--- config.mk ---
export PLATFORM = sky130hd
export DESIGN_NAME = rv_trace_buf
export DESIGN_NICKNAME = d
export VERILOG_FILES = /design/src/rtl/rv_trace_pkg.sv /design/src/rtl/rv_trace_ram.sv /design/src/rtl/rv_trace_buf.sv
export SDC_FILE = /design/constraint.sdc
export NUM_CORES = 1
export LEC_CHECK = 0
export CAP_MARGIN = 20
export CORE_MARGIN = 5
export CORE_UTILIZATION = 61
export DETAILED_ROUTE_END_ITERATION = 8
export HOLD_SLACK_MARGIN = 0.15
export PLACE_DENSITY = 0.79
export SLEW_MARGIN = 40
export SYNTH_ARGS = -nofsm -noshare
export SYNTH_HDL_FRONTEND = slang
export SYNTH_HIERARCHICAL = 1
export SYNTH_SLANG_ARGS = --single-unit
--- constraint.sdc ---
create_clock -name i_clk -period 10.71 [get_ports i_clk]
set_input_delay 2.142 -clock i_clk [delete_from_list [all_inputs] [get_ports i_clk]]
set_output_delay 2.142 -clock i_clk [all_outputs]
set_load 0.01 [all_outputs]
--- src/rtl/rv_trace_pkg.sv ---
// rv_trace_pkg: shared types and constants for the retire trace buffer
package rv_trace_pkg;
  typedef enum logic [1:0] {
    ST_IDLE    = 2'd0,
    ST_CAPTURE = 2'd1,
    ST_FROZEN  = 2'd2,
    ST_DRAIN   = 2'd3
  } trace_state_t;
  typedef struct packed {
    logic [29:0] pc;
    logic [31:0] instr;
    logic [31:0] rd_data;
  } trace_rec_t;
  localparam logic [1:0] BEAT_PC    = 2'd0;
  localparam logic [1:0] BEAT_INSTR = 2'd1;
  localparam logic [1:0] BEAT_DATA  = 2'd2;
endpackage

--- src/rtl/rv_trace_ram.sv ---
// rv_trace_ram: DEPTH x trace_rec_t storage, one write port, combinational read
// Ports: i_clk; i_we/i_waddr/i_wdata write port; i_raddr -> o_rdata read port.
module rv_trace_ram
  import rv_trace_pkg::*;
#(
  parameter int DEPTH = 16
) (
  input  logic                     i_clk,
  input  logic                     i_we,
  input  logic [$clog2(DEPTH)-1:0] i_waddr,
  input  trace_rec_t               i_wdata,
  input  logic [$clog2(DEPTH)-1:0] i_raddr,
  output trace_rec_t               o_rdata
);
  trace_rec_t mem_q [DEPTH];
  always_ff @(posedge i_clk) begin
    if (i_we) mem_q[i_waddr] <= i_wdata;
  end
  assign o_rdata = mem_q[i_raddr];
endmodule

--- src/rtl/rv_trace_buf.sv ---
// rv_trace_buf: circular retire-trace capture buffer drained as 3-beat records
// Ports: i_clk/i_reset (sync, active high); i_retire_* retire record input;
//   i_arm/i_stop/i_wrap capture control; o_rd_data/o_rd_valid/i_rd_ready drain
//   stream; o_count records held; o_state FSM state; o_overflow record lost.
// Optional: TRACE_TRIGGER_EN adds i_trig_en/i_trig_pc to freeze on a PC match.
module rv_trace_buf
  import rv_trace_pkg::*;
#(
  parameter int DEPTH = 16
) (
  input  logic                     i_clk,
  input  logic                     i_reset,
  input  logic                     i_retire_valid,
  input  logic [29:0]              i_retire_pc,
  input  logic [31:0]              i_retire_instr,
  input  logic [31:0]              i_retire_rd_data,
  input  logic                     i_arm,
  input  logic                     i_stop,
  input  logic                     i_wrap,
`ifdef TRACE_TRIGGER_EN
  input  logic                     i_trig_en,
  input  logic [29:0]              i_trig_pc,
`endif
  output logic [31:0]              o_rd_data,
  output logic                     o_rd_valid,
  input  logic                     i_rd_ready,
  output logic [$clog2(DEPTH):0]   o_count,
  output logic [1:0]               o_state,
  output logic                     o_overflow
);
  localparam int AW = $clog2(DEPTH);
  localparam int CW = AW + 1;
  trace_state_t  state_q;
  logic [AW-1:0] wr_q, rd_q;
  logic [CW-1:0] count_q;
  logic [1:0]    beat_q;
  logic          overflow_q;
  logic          full, we, trig;
  trace_rec_t    wrec, rrec;
  assign full = count_q == CW'(DEPTH);
  // a full buffer still accepts the retire when wrapping: it replaces the oldest
  assign we   = state_q == ST_CAPTURE && i_retire_valid && (!full || i_wrap);
`ifdef TRACE_TRIGGER_EN
  assign trig = i_trig_en && i_retire_pc == i_trig_pc;
`else
  assign trig = 1'b0;
`endif
  assign wrec = '{pc: i_retire_pc, instr: i_retire_instr, rd_data: i_retire_rd_data};
  rv_trace_ram #(.DEPTH(DEPTH)) u_ram (
    .i_clk  (i_clk),
    .i_we   (we),
    .i_waddr(wr_q),
    .i_wdata(wrec),
    .i_raddr(rd_q),
    .o_rdata(rrec)
  );
  always_ff @(posedge i_clk) begin
    if (i_reset) begin
      state_q    <= ST_IDLE;
      wr_q       <= '0;
      rd_q       <= '0;
      count_q    <= '0;
      beat_q     <= BEAT_PC;
      overflow_q <= 1'b0;
    end else begin
      case (state_q)
        ST_IDLE: if (i_arm) begin
          state_q    <= ST_CAPTURE;
          wr_q       <= '0;
          rd_q       <= '0;
          count_q    <= '0;
          overflow_q <= 1'b0;
        end
        ST_CAPTURE: begin
          if (we) wr_q <= wr_q + AW'(1);
          if (we && full) rd_q <= rd_q + AW'(1);
          if (we && !full) count_q <= count_q + CW'(1);
          if (i_retire_valid && full) overflow_q <= 1'b1;
          if (i_stop || (i_retire_valid && full && !i_wrap) || (we && trig)) state_q <= ST_FROZEN;
        end
        ST_FROZEN: begin
          state_q <= count_q != '0 ? ST_DRAIN : ST_IDLE;
          beat_q  <= BEAT_PC;
        end
        ST_DRAIN: if (i_rd_ready) begin
          beat_q <= beat_q == BEAT_DATA ? BEAT_PC : beat_q + 2'd1;
          if (beat_q == BEAT_DATA) begin
            rd_q    <= rd_q + AW'(1);
            count_q <= count_q - CW'(1);
            if (count_q == CW'(1)) state_q <= ST_IDLE;
          end
        end
      endcase
    end
  end
  assign o_rd_valid = state_q == ST_DRAIN;
  assign o_rd_data  = !o_rd_valid ? 32'd0 :
                      beat_q == BEAT_PC    ? {rrec.pc, 2'b00} :
                      beat_q == BEAT_INSTR ? rrec.instr : rrec.rd_data;
  assign o_count    = count_q;
  assign o_state    = state_q;
  assign o_overflow = overflow_q;
endmodule

==> results.md, run 1 <==
Clock network:
- CTS saw 1522 sinks.
- The CTS buffer count is 142.
- The clock latency at the later pin of the worst-skew pair is 0.75 ns.
- TritonCTS built the clock tree.
- The number of buffers between clock root and the deepest sink is 3.
- After clock tree synthesis, the flow added hold-fix buffers numbering 0.
- The post-CTS setup buffer count is 0.
- The tree is rooted in a sky130_fd_sc_hd__clkbuf_16.
- Clock-pin slew was measured on the worst setup and hold paths at 0.06 ns.
- The clock tree synthesis step divided the H-tree into 4 levels.
- The number of gates resized after CTS is 0.

Route:
- The via count of the routed design is 29300.
- In this run, the number of DRC markers left after iteration 0 of detailed routing was 4334.
- In the final routed layout, each cell accounts on average for 35.4 µm.
- The average via count per standard cell is 7.03.
- The routed wire length is 148 mm.
- Before antenna repair, the detailed router went through 6 iterations.
- The remaining antenna violation count after routing is 0.
- The remaining routing DRC violations is 0.

Worst setup path:
- The data arrival time at the worst-slack endpoint is 4.92 ns.
- Along the worst path, the maximum fanout reaches 46.
- The setup path with the least slack is of type register to primary output.
- The kind of launch point of the worst setup path is a register.
- The nature of the critical path endpoint is a primary output.
- The required time of the critical path is 8.57 ns.

Die:
- In this run the count of I/O pins placed on the die edge is 142.
- The die covers 102000 µm².
- Once the floorplan was initialized, standard cells occupied 61.3% of the core.
- Row generation in the floorplan step produced 113 rows.
- The die span in y is 319 µm.
- The x dimension of the die is 319 µm.
- The floorplan step defined a core boundary enclosing 94700 µm².

Global routing:
- The global-route wire length before repair is 213 mm.
- Entering global routing, the biggest net connects 142 pins.
- The global routing usage summed across all routing layers is 29.2%.
- The total overflow left after global routing is 0.
- The initial antenna violation count is 17.
- The number of global-route vias before repair was 30100.

Logic synthesis:
- For this run, the number of Yosys warnings is 6.
- After technology mapping, the gate count stands at 2598.
- After synthesis the cells add up to 58100 µm².
- The area share of the largest cell type after synthesis is 77.7%.
- The biggest area contributor in the post-synthesis netlist is sky130_fd_sc_hd__edfxtp_1.
- The synthesized area per cell is 22.4 µm².
- The number of distinct library cells after synthesis is 49.
- Sequential elements use 78.3% of the synthesized area.
- Counting every net in the synthesized netlist gives 2710.
- Counting flops and latches in the post-synthesis netlist gives 1522.
- Ranked by total cell area, the synthesized netlist is headed by sky130_fd_sc_hd__edfxtp_1 78%, sky130_fd_sc_hd__mux4_2 15%, sky130_fd_sc_hd__a22oi_1 2.5%, sky130_fd_sc_hd__nand2_1 0.89%, sky130_fd_sc_hd__dfxtp_1 0.62%.

Timing:
- The number of setup violations in the final report is 0.
- After routing, the total negative slack on setup checks comes to 0 ns.
- The total count of hold-check failures in the final report was 0.
- The maximum clock frequency is 0.142 GHz.
- Setup repair after global routing left no endpoint under its margin.
- Dividing the final minimum period by the clock period gives 65.9%.
- The worst setup skew after layout is 0.0190 ns.
- The worst pin sits at a relative slew slack of 39.1%.
- The actual slew at the worst max-slew pin is 0.912 ns.
- The final max-slew violation count is 0.
- After layout, the minimum clock period comes to 7.06 ns.

Power and ir drop:
- For this design the ratio of total power to cell area is 206 nW/µm².
- The relative contribution of sequential cells to total power is 50.1%.
- Total power for the finished layout comes to 13.5 mW.
- The leakage power of the design is 19.8 nW.
- The switching part of the total power is 24.1%.
- The internal power of the cells totals 10.3 mW.
- The switching power total is 3.26 mW.
- The share of total power dissipated in the clock network is 35.8%.
- In this run, the combinational gates consume 14.1% of the power.
- VDD sags by at most 0.130 mV.

Layout:
- The count of placed standard cells in the final layout, fillers left out is 4170.
- In the final layout, the share of cells above drive strength 1 is 22.2%.
- Relative to the synthesized area, the layout overhead comes to 13.0%.
- The total of fill cells in the finished design is 5250.
- In the layout the commonest cells are 1504 x sky130_fd_sc_hd__edfxtp_1, 376 x sky130_fd_sc_hd__mux4_2, 191 x sky130_fd_sc_hd__a22oi_1, 146 x sky130_fd_sc_hd__clkbuf_16, 141 x sky130_fd_sc_hd__clkdlybuf4s50_1.
- The number of nets in the final layout is 2905.
- Leaving out fill and tap cells, the most frequent cell in the layout is sky130_fd_sc_hd__edfxtp_1.

Placement:
- Counting tap cells, the placed design contains a total of 3911 instances.
- The count of buffers added on input and output ports is 141.
- The global placement routability congestion is 0.803.
- The sum of net half-perimeters after detailed placement is 71.5 mm.

Outcome:
- The run finished with clean final reports.

Worst hold path:
- The worst hold path belongs to the class register to register.

Run:
- Across the run, the number of max-cap violations was 0.
[cell families after synthesis]
logic type	Yosys count	share of synthesized area, %
buf+inv	155	1.21
xor+xnor	4	0.0603
compound gates	259	3.17
mux	408	15.1
simple gates	239	1.86
fa+ha+maj	11	0.237
flops	1522	78.3
[worst max-delay path: stages (launching register included)]
cell                              delay [ns]
sky130_fd_sc_hd__dfxtp_4                0.71
sky130_fd_sc_hd__buf_4                  0.51
sky130_fd_sc_hd__buf_4                  0.64
sky130_fd_sc_hd__mux4_2                 0.41
sky130_fd_sc_hd__a22oi_1                0.24
sky130_fd_sc_hd__nand2_1                0.09
sky130_fd_sc_hd__mux2i_1                0.51
sky130_fd_sc_hd__o21ai_1                0.27
sky130_fd_sc_hd__and2_1                 0.22
sky130_fd_sc_hd__clkdlybuf4s50_1        0.47
[state kept, by name, indices dropped and copies added, names as in the netlist]
register,flops
rd_q,4
wr_q,4
o_state,2
o_overflow,1
beat_q,2
u_ram/mem_q,1504
o_count,5
[final timing paths]
| kind | slack [ns] | endpoint | cells after the start | start |
|---|---|---|---|---|
| worst min register to register | 0.53 | o_overflow$_SDFFE_PP0P_ | 2 | o_overflow$_SDFFE_PP0P_ |
| worst max register to register | 6.28 | u_ram/mem_q[1][70]$_DFFE_PP_ | 9 | o_count[0]$_SDFFE_PP0P_ |
| worst max-delay path | 3.65 | o_rd_data[4] | 9 | rd_q[1]$_SDFFE_PP0P_ |
| worst min-delay path | 0.53 | o_overflow$_SDFFE_PP0P_ | 2 | o_overflow$_SDFFE_PP0P_ |
[metrics by stage]
| step | hold slack (ns) | area, µm² | setup slack (ns) | utilization, % |
|---|---|---|---|---|
| after CTS | 0.492 | 65600 | 3.62 | 69.2 |
| final | 0.530 | 65700 | 3.65 | 69.3 |
| after global routing | 0.613 | 65700 | 3.35 | 69.3 |
| after detailed placement | 0.476 | 61200 | 4.48 | 64.6 |
| after floorplan | 0.459 | 58100 | 0.707 | - |
| after global placement | 0.470 | 61100 | 4.16 | 64.5 |
[layout make-up]
class,count,area (µm²),share of cell area (%)
flip-flops and latches,1522,45500,69.3
multi-input cells,921,12000,18.3
clock buffers,184,3790,5.78
repair buffers,197,2090,3.19
well taps,1265,1580,2.41
clock inverters,66,603,0.918
inverters,9,33.8,0.0514
diodes,6,15.0,0.0229
[synthesized netlist by cell type, drive strengths merged]
cell,number
nand4,1
a311oi,2
or3,1
or2,1
a22o,1
buf,77
a32oi,1
nand3,8
a221o,1
and2,32
nor3b,1
a31oi,2
clkinv,1
a211o,1
a22oi,191
a221oi,1
xor2,2
nand2b,4
nand3b,4
a21oi,10
nand2,138
a211oi,4
edfxtp,1504
a21boi,1
mux2i,32
nor2b,10
mux4,376
nor4b,1
and4bb,1
ha,11
or3b,1
o41a,1
nor2,27
inv,8
o22ai,1
xnor2,2
o21bai,1
o21ai,37
nor3,9
o311ai,1
clkbuf,69
dfxtp,18
a21o,2
a41oi,1
[power by group through the flow]
stage / clock (mW) / combinational [mW] / sequential [mW]
floorplan: 0 / 1.29 / 6.89
global placement: 0 / 1.75 / 6.91
detailed placement: 0 / 1.84 / 6.90
CTS: 4.88 / 1.88 / 6.78
global route: 5.17 / 2.01 / 6.78
finish: 4.84 / 1.90 / 6.78
[per-layer routing]
metal  vias up  GRT usage, %  share of wire (%)
li1      11400             -                  -
met1     15200          39.3                 34
met2      2354          46.8                 49
met3       337          8.32                 13
met4        18          10.3                3.6
met5         -             0               0.12
Note: power is estimated with default switching activity, not from simulation.
==> run 2: changes to the inputs <==
Settings changed: CORE_UTILIZATION 61 to 55, PLACE_DENSITY 0.79 to 0.75.
Clock period 10.71 ns to 5.8 ns, I/O delays scaled along.
==> results.md, run 2 (same netlist as run 1, synthesis figures left out) <==
Layout:
- The utilization of the core after routing came to 63.5% (was 69.3%).
- The commonest non-fill, non-tap cell in the layout is sky130_fd_sc_hd__edfxtp_1 (unchanged).
- The proportion of layout cells with a drive suffix above 1 came to 24.0% (was 22.2%).
- The post-route cell area is 66800 µm² (was 65700 µm²).
- Commonest cells after routing, fill and taps aside: 1504 x sky130_fd_sc_hd__edfxtp_1, 376 x sky130_fd_sc_hd__mux4_2, 191 x sky130_fd_sc_hd__a22oi_1, 150 x sky130_fd_sc_hd__clkbuf_16, 141 x sky130_fd_sc_hd__clkdlybuf4s50_1 (was 1504 x sky130_fd_sc_hd__edfxtp_1, 376 x sky130_fd_sc_hd__mux4_2, 191 x sky130_fd_sc_hd__a22oi_1, 146 x sky130_fd_sc_hd__clkbuf_16, 141 x sky130_fd_sc_hd__clkdlybuf4s50_1).
- The number of nets in the final layout is 2960 (was 2905).
- The growth of design area from synthesis to finish is 15.0% (was 13.0%).
- The number of flip-flops in the largest register came to 1504 (unchanged).
- The register with the highest flop count is u_ram/mem_q (unchanged).
- The count of placed standard cells in the final layout, fillers left out is 4353 (was 4170).

Power and ir drop:
- The worst supply voltage drop on vdd came to 0.313 mV (was 0.130 mV).
- The relative contribution of sequential cells to total power came to 49.4% (was 50.1%).
- The part of the power in the clock network was 36.8% (was 35.8%).
- The switching part of the total power is 23.6% (was 24.1%).
- The leakage power of the design is 20.3 nW (was 19.8 nW).
- The power density over cell area is 380 nW/µm² (was 206 nW/µm²).
- The internal power component is 19.4 mW (was 10.3 mW).
- The relative contribution of combinational cells to total power is 13.9% (was 14.1%).
- The switching power total is 5.99 mW (was 3.26 mW).
- The power after layout was 25.4 mW (was 13.5 mW).

Route:
- The remaining antenna violation count after routing is 0 (unchanged).
- The average via count per standard cell came to 6.57 (was 7.03).
- The routed wire length is 143 mm (was 148 mm).
- The detail-routed net length per standard cell came to 32.9 µm (was 35.4 µm).
- The detailed-router iteration count before antenna repair came to 6 (unchanged).
- The wire length the detailed router placed on met1 is 51.9 mm (was 50.4 mm).
- The number of DRC violations after detailed-routing iteration 0 is 3741 (was 4334).
- The remaining routing DRC violations was 0 (unchanged).
- The top layer reached by signal wires is met5 (unchanged).
- The total met2 wirelength after detailed routing is 71.3 mm (was 72.3 mm).
- The via count of the routed design is 28600 (was 29300).
- The met3 wirelength from detailed routing is 15.8 mm (was 19.6 mm).

Timing:
- The actual slew at the worst max-slew pin is 0.894 ns (was 0.912 ns).
- The worst relative slew slack was 38.7% (was 39.1%).
- For the finished layout, the period the worst path requires is 5.54 ns.
- The final worst-path setup slack is 0.258 ns (was 3.65 ns).
- The worst path uses 95.5% of the clock period.
- Unrepaired setup endpoints after global routing: false (unchanged).
- The hold slack is 0.521 ns (was 0.530 ns).
- The worst setup skew after layout is 0.0231 ns (was 0.0190 ns).
- The number of setup violations in the final report is 0 (unchanged).
- The total negative slack came to 0 ns (unchanged).
- The final max-slew violation count is 0 (unchanged).
- The total count of hold-check failures in the final report was 0 (unchanged).
- The maximum clock frequency is 0.180 GHz.

Clock network:
- The clock latency at the later pin of the worst-skew pair is 0.75 ns (about the same).
- The library cell used as clock root buffer was sky130_fd_sc_hd__clkbuf_16 (unchanged).
- The CTS buffer count is 145 (was 142).
- The clock tree from TritonCTS was done (unchanged).
- The post-CTS setup buffer count was 0 (unchanged).
- The number of sinks on the clock net came to 1522 (unchanged).
- The clock-pin slew on the worst setup and hold paths came to 0.06 ns (about the same).
- The number of buffers between clock root and the deepest sink came to 3 (unchanged).
- The number of gates resized after CTS was 0 (unchanged).
- The H-tree level count came to 4 (unchanged).
- The cts-stage hold buffer count came to 0 (unchanged).

Placement:
- The number of placed instances with taps included came to 4092 (was 3911).
- The post-placement cell area is 62100 µm² (was 61200 µm²).
- The global placement routability congestion is 0.826 (was 0.803).
- The sum of net half-perimeters after detailed placement is 77.5 mm (was 71.5 mm).
- The count of input and output buffers came to 141 (unchanged).
- The setup slack at placement was 1.02 ns (was 4.48 ns).

Worst setup path:
- The kind of critical path is register to primary output (unchanged).
- The required time of the critical path was 4.64 ns (was 8.57 ns).
- The nature of the critical path endpoint is a primary output (unchanged).
- The slowest library cell on the worst path is sky130_fd_sc_hd__dfxtp_4 (unchanged).
- The kind of launch point of the worst setup path is a register (unchanged).
- The peak per-stage delay on the critical path is 0.74 ns (was 0.71 ns).
- The dominant delay contributor by cell family on the critical path is multiplexers (was buffers and inverters).
- Cells along the critical path: buf_12 > mux4_2 > a22oi_1 > nand2_1 > mux2i_1 > o21ai_1 > and2_1 > clkdlybuf4s50_1 (was buf_4 > buf_4 > mux4_2 > a22oi_1 > nand2_1 > mux2i_1 > o21ai_1 > and2_1 > clkdlybuf4s50_1).
- The peak fanout along the critical path was 37 (was 46).
- The data arrival time at the worst-slack endpoint is 4.38 ns (was 4.92 ns).
- The worst path buffer plus inverter count is 2 (was 3).
- The internal reg-to-reg setup slack came to 2.06 ns (was 6.28 ns).

Die:
- The floorplan row count is 119 (was 113).
- The x dimension of the die is 335 µm (was 319 µm).
- The full die area is 112000 µm² (was 102000 µm²).
- The die span in y is 335 µm (was 319 µm).
- The core region area was 105000 µm² (was 94700 µm²).
- The total I/O pin count is 142 (unchanged).
- The starting utilization of the core area is 55.3% (was 61.3%).

Outcome:
- Result of the run: completed (unchanged).

Global routing:
- The maximum number of pins on one net before global-route repair came to 68 (was 142).
- The aggregate global routing overflow came to 0 (unchanged).
- The initial antenna violation count came to 15 (was 17).
- The number of global-route vias before repair is 29500 (was 30100).
- The global routing usage summed across all routing layers came to 25.7% (was 29.2%).
- The global-route wire length before repair is 207 mm (was 213 mm).

Run:
- The number of max-cap violations is 0 (unchanged).

Worst hold path:
- The type of the worst min-delay path is register to register (unchanged).
[run 2: worst paths after layout]
check                               start                           end  cells after the start
setup reg to reg  o_count[0]$_SDFFE_PP0P_  u_ram/mem_q[1][66]$_DFFE_PP_                      8
hold reg to reg   o_overflow$_SDFFE_PP0P_       o_overflow$_SDFFE_PP0P_                      2
setup / recovery     rd_q[0]$_SDFFE_PP0P_                 o_rd_data[28]                      8
hold / removal    o_overflow$_SDFFE_PP0P_       o_overflow$_SDFFE_PP0P_                      2
[run 2: layout make-up]
class,count,area (µm²)
Multi-Input combinational cell,921,12000
Fill cell,6745,38300
Timing Repair Buffer,249,2750
Clock buffer,182,3870
Clock inverter,72,803
Sequential cell,1522,45500
Inverter,9,33.8
Tap cell,1391,1740
Antenna cell,7,17.5
[run 2: metal layers]
layer  vias up  global-route usage, %
met4        14                   8.25
li1      11500                      -
met1     15100                   35.1
met5         -                      0
met3       234                   6.40
met2      1747                   41.6
[run 2: worst reg2reg max path, stage by stage, from the launching register on]
cell and delay, ns:
sky130_fd_sc_hd__dfxtp_1 0.50, sky130_fd_sc_hd__inv_1 0.14, sky130_fd_sc_hd__ha_1 0.25, sky130_fd_sc_hd__and4bb_1 0.26, sky130_fd_sc_hd__a21o_1 0.25, sky130_fd_sc_hd__inv_2 0.12
sky130_fd_sc_hd__or3b_2 0.60, sky130_fd_sc_hd__nor2_4 0.72, sky130_fd_sc_hd__buf_12 0.49
[run 2: power groups by stage]
stage	Combinational, mW	Clock, mW	Sequential [mW]
4_1_cts	3.52	9.47	12.5
3_5_place_dp	3.48	0	12.8
2_1_floorplan	2.39	0	12.7
6_report	3.52	9.35	12.5
3_3_place_gp	3.38	0	12.7
5_1_grt	3.74	9.96	12.6
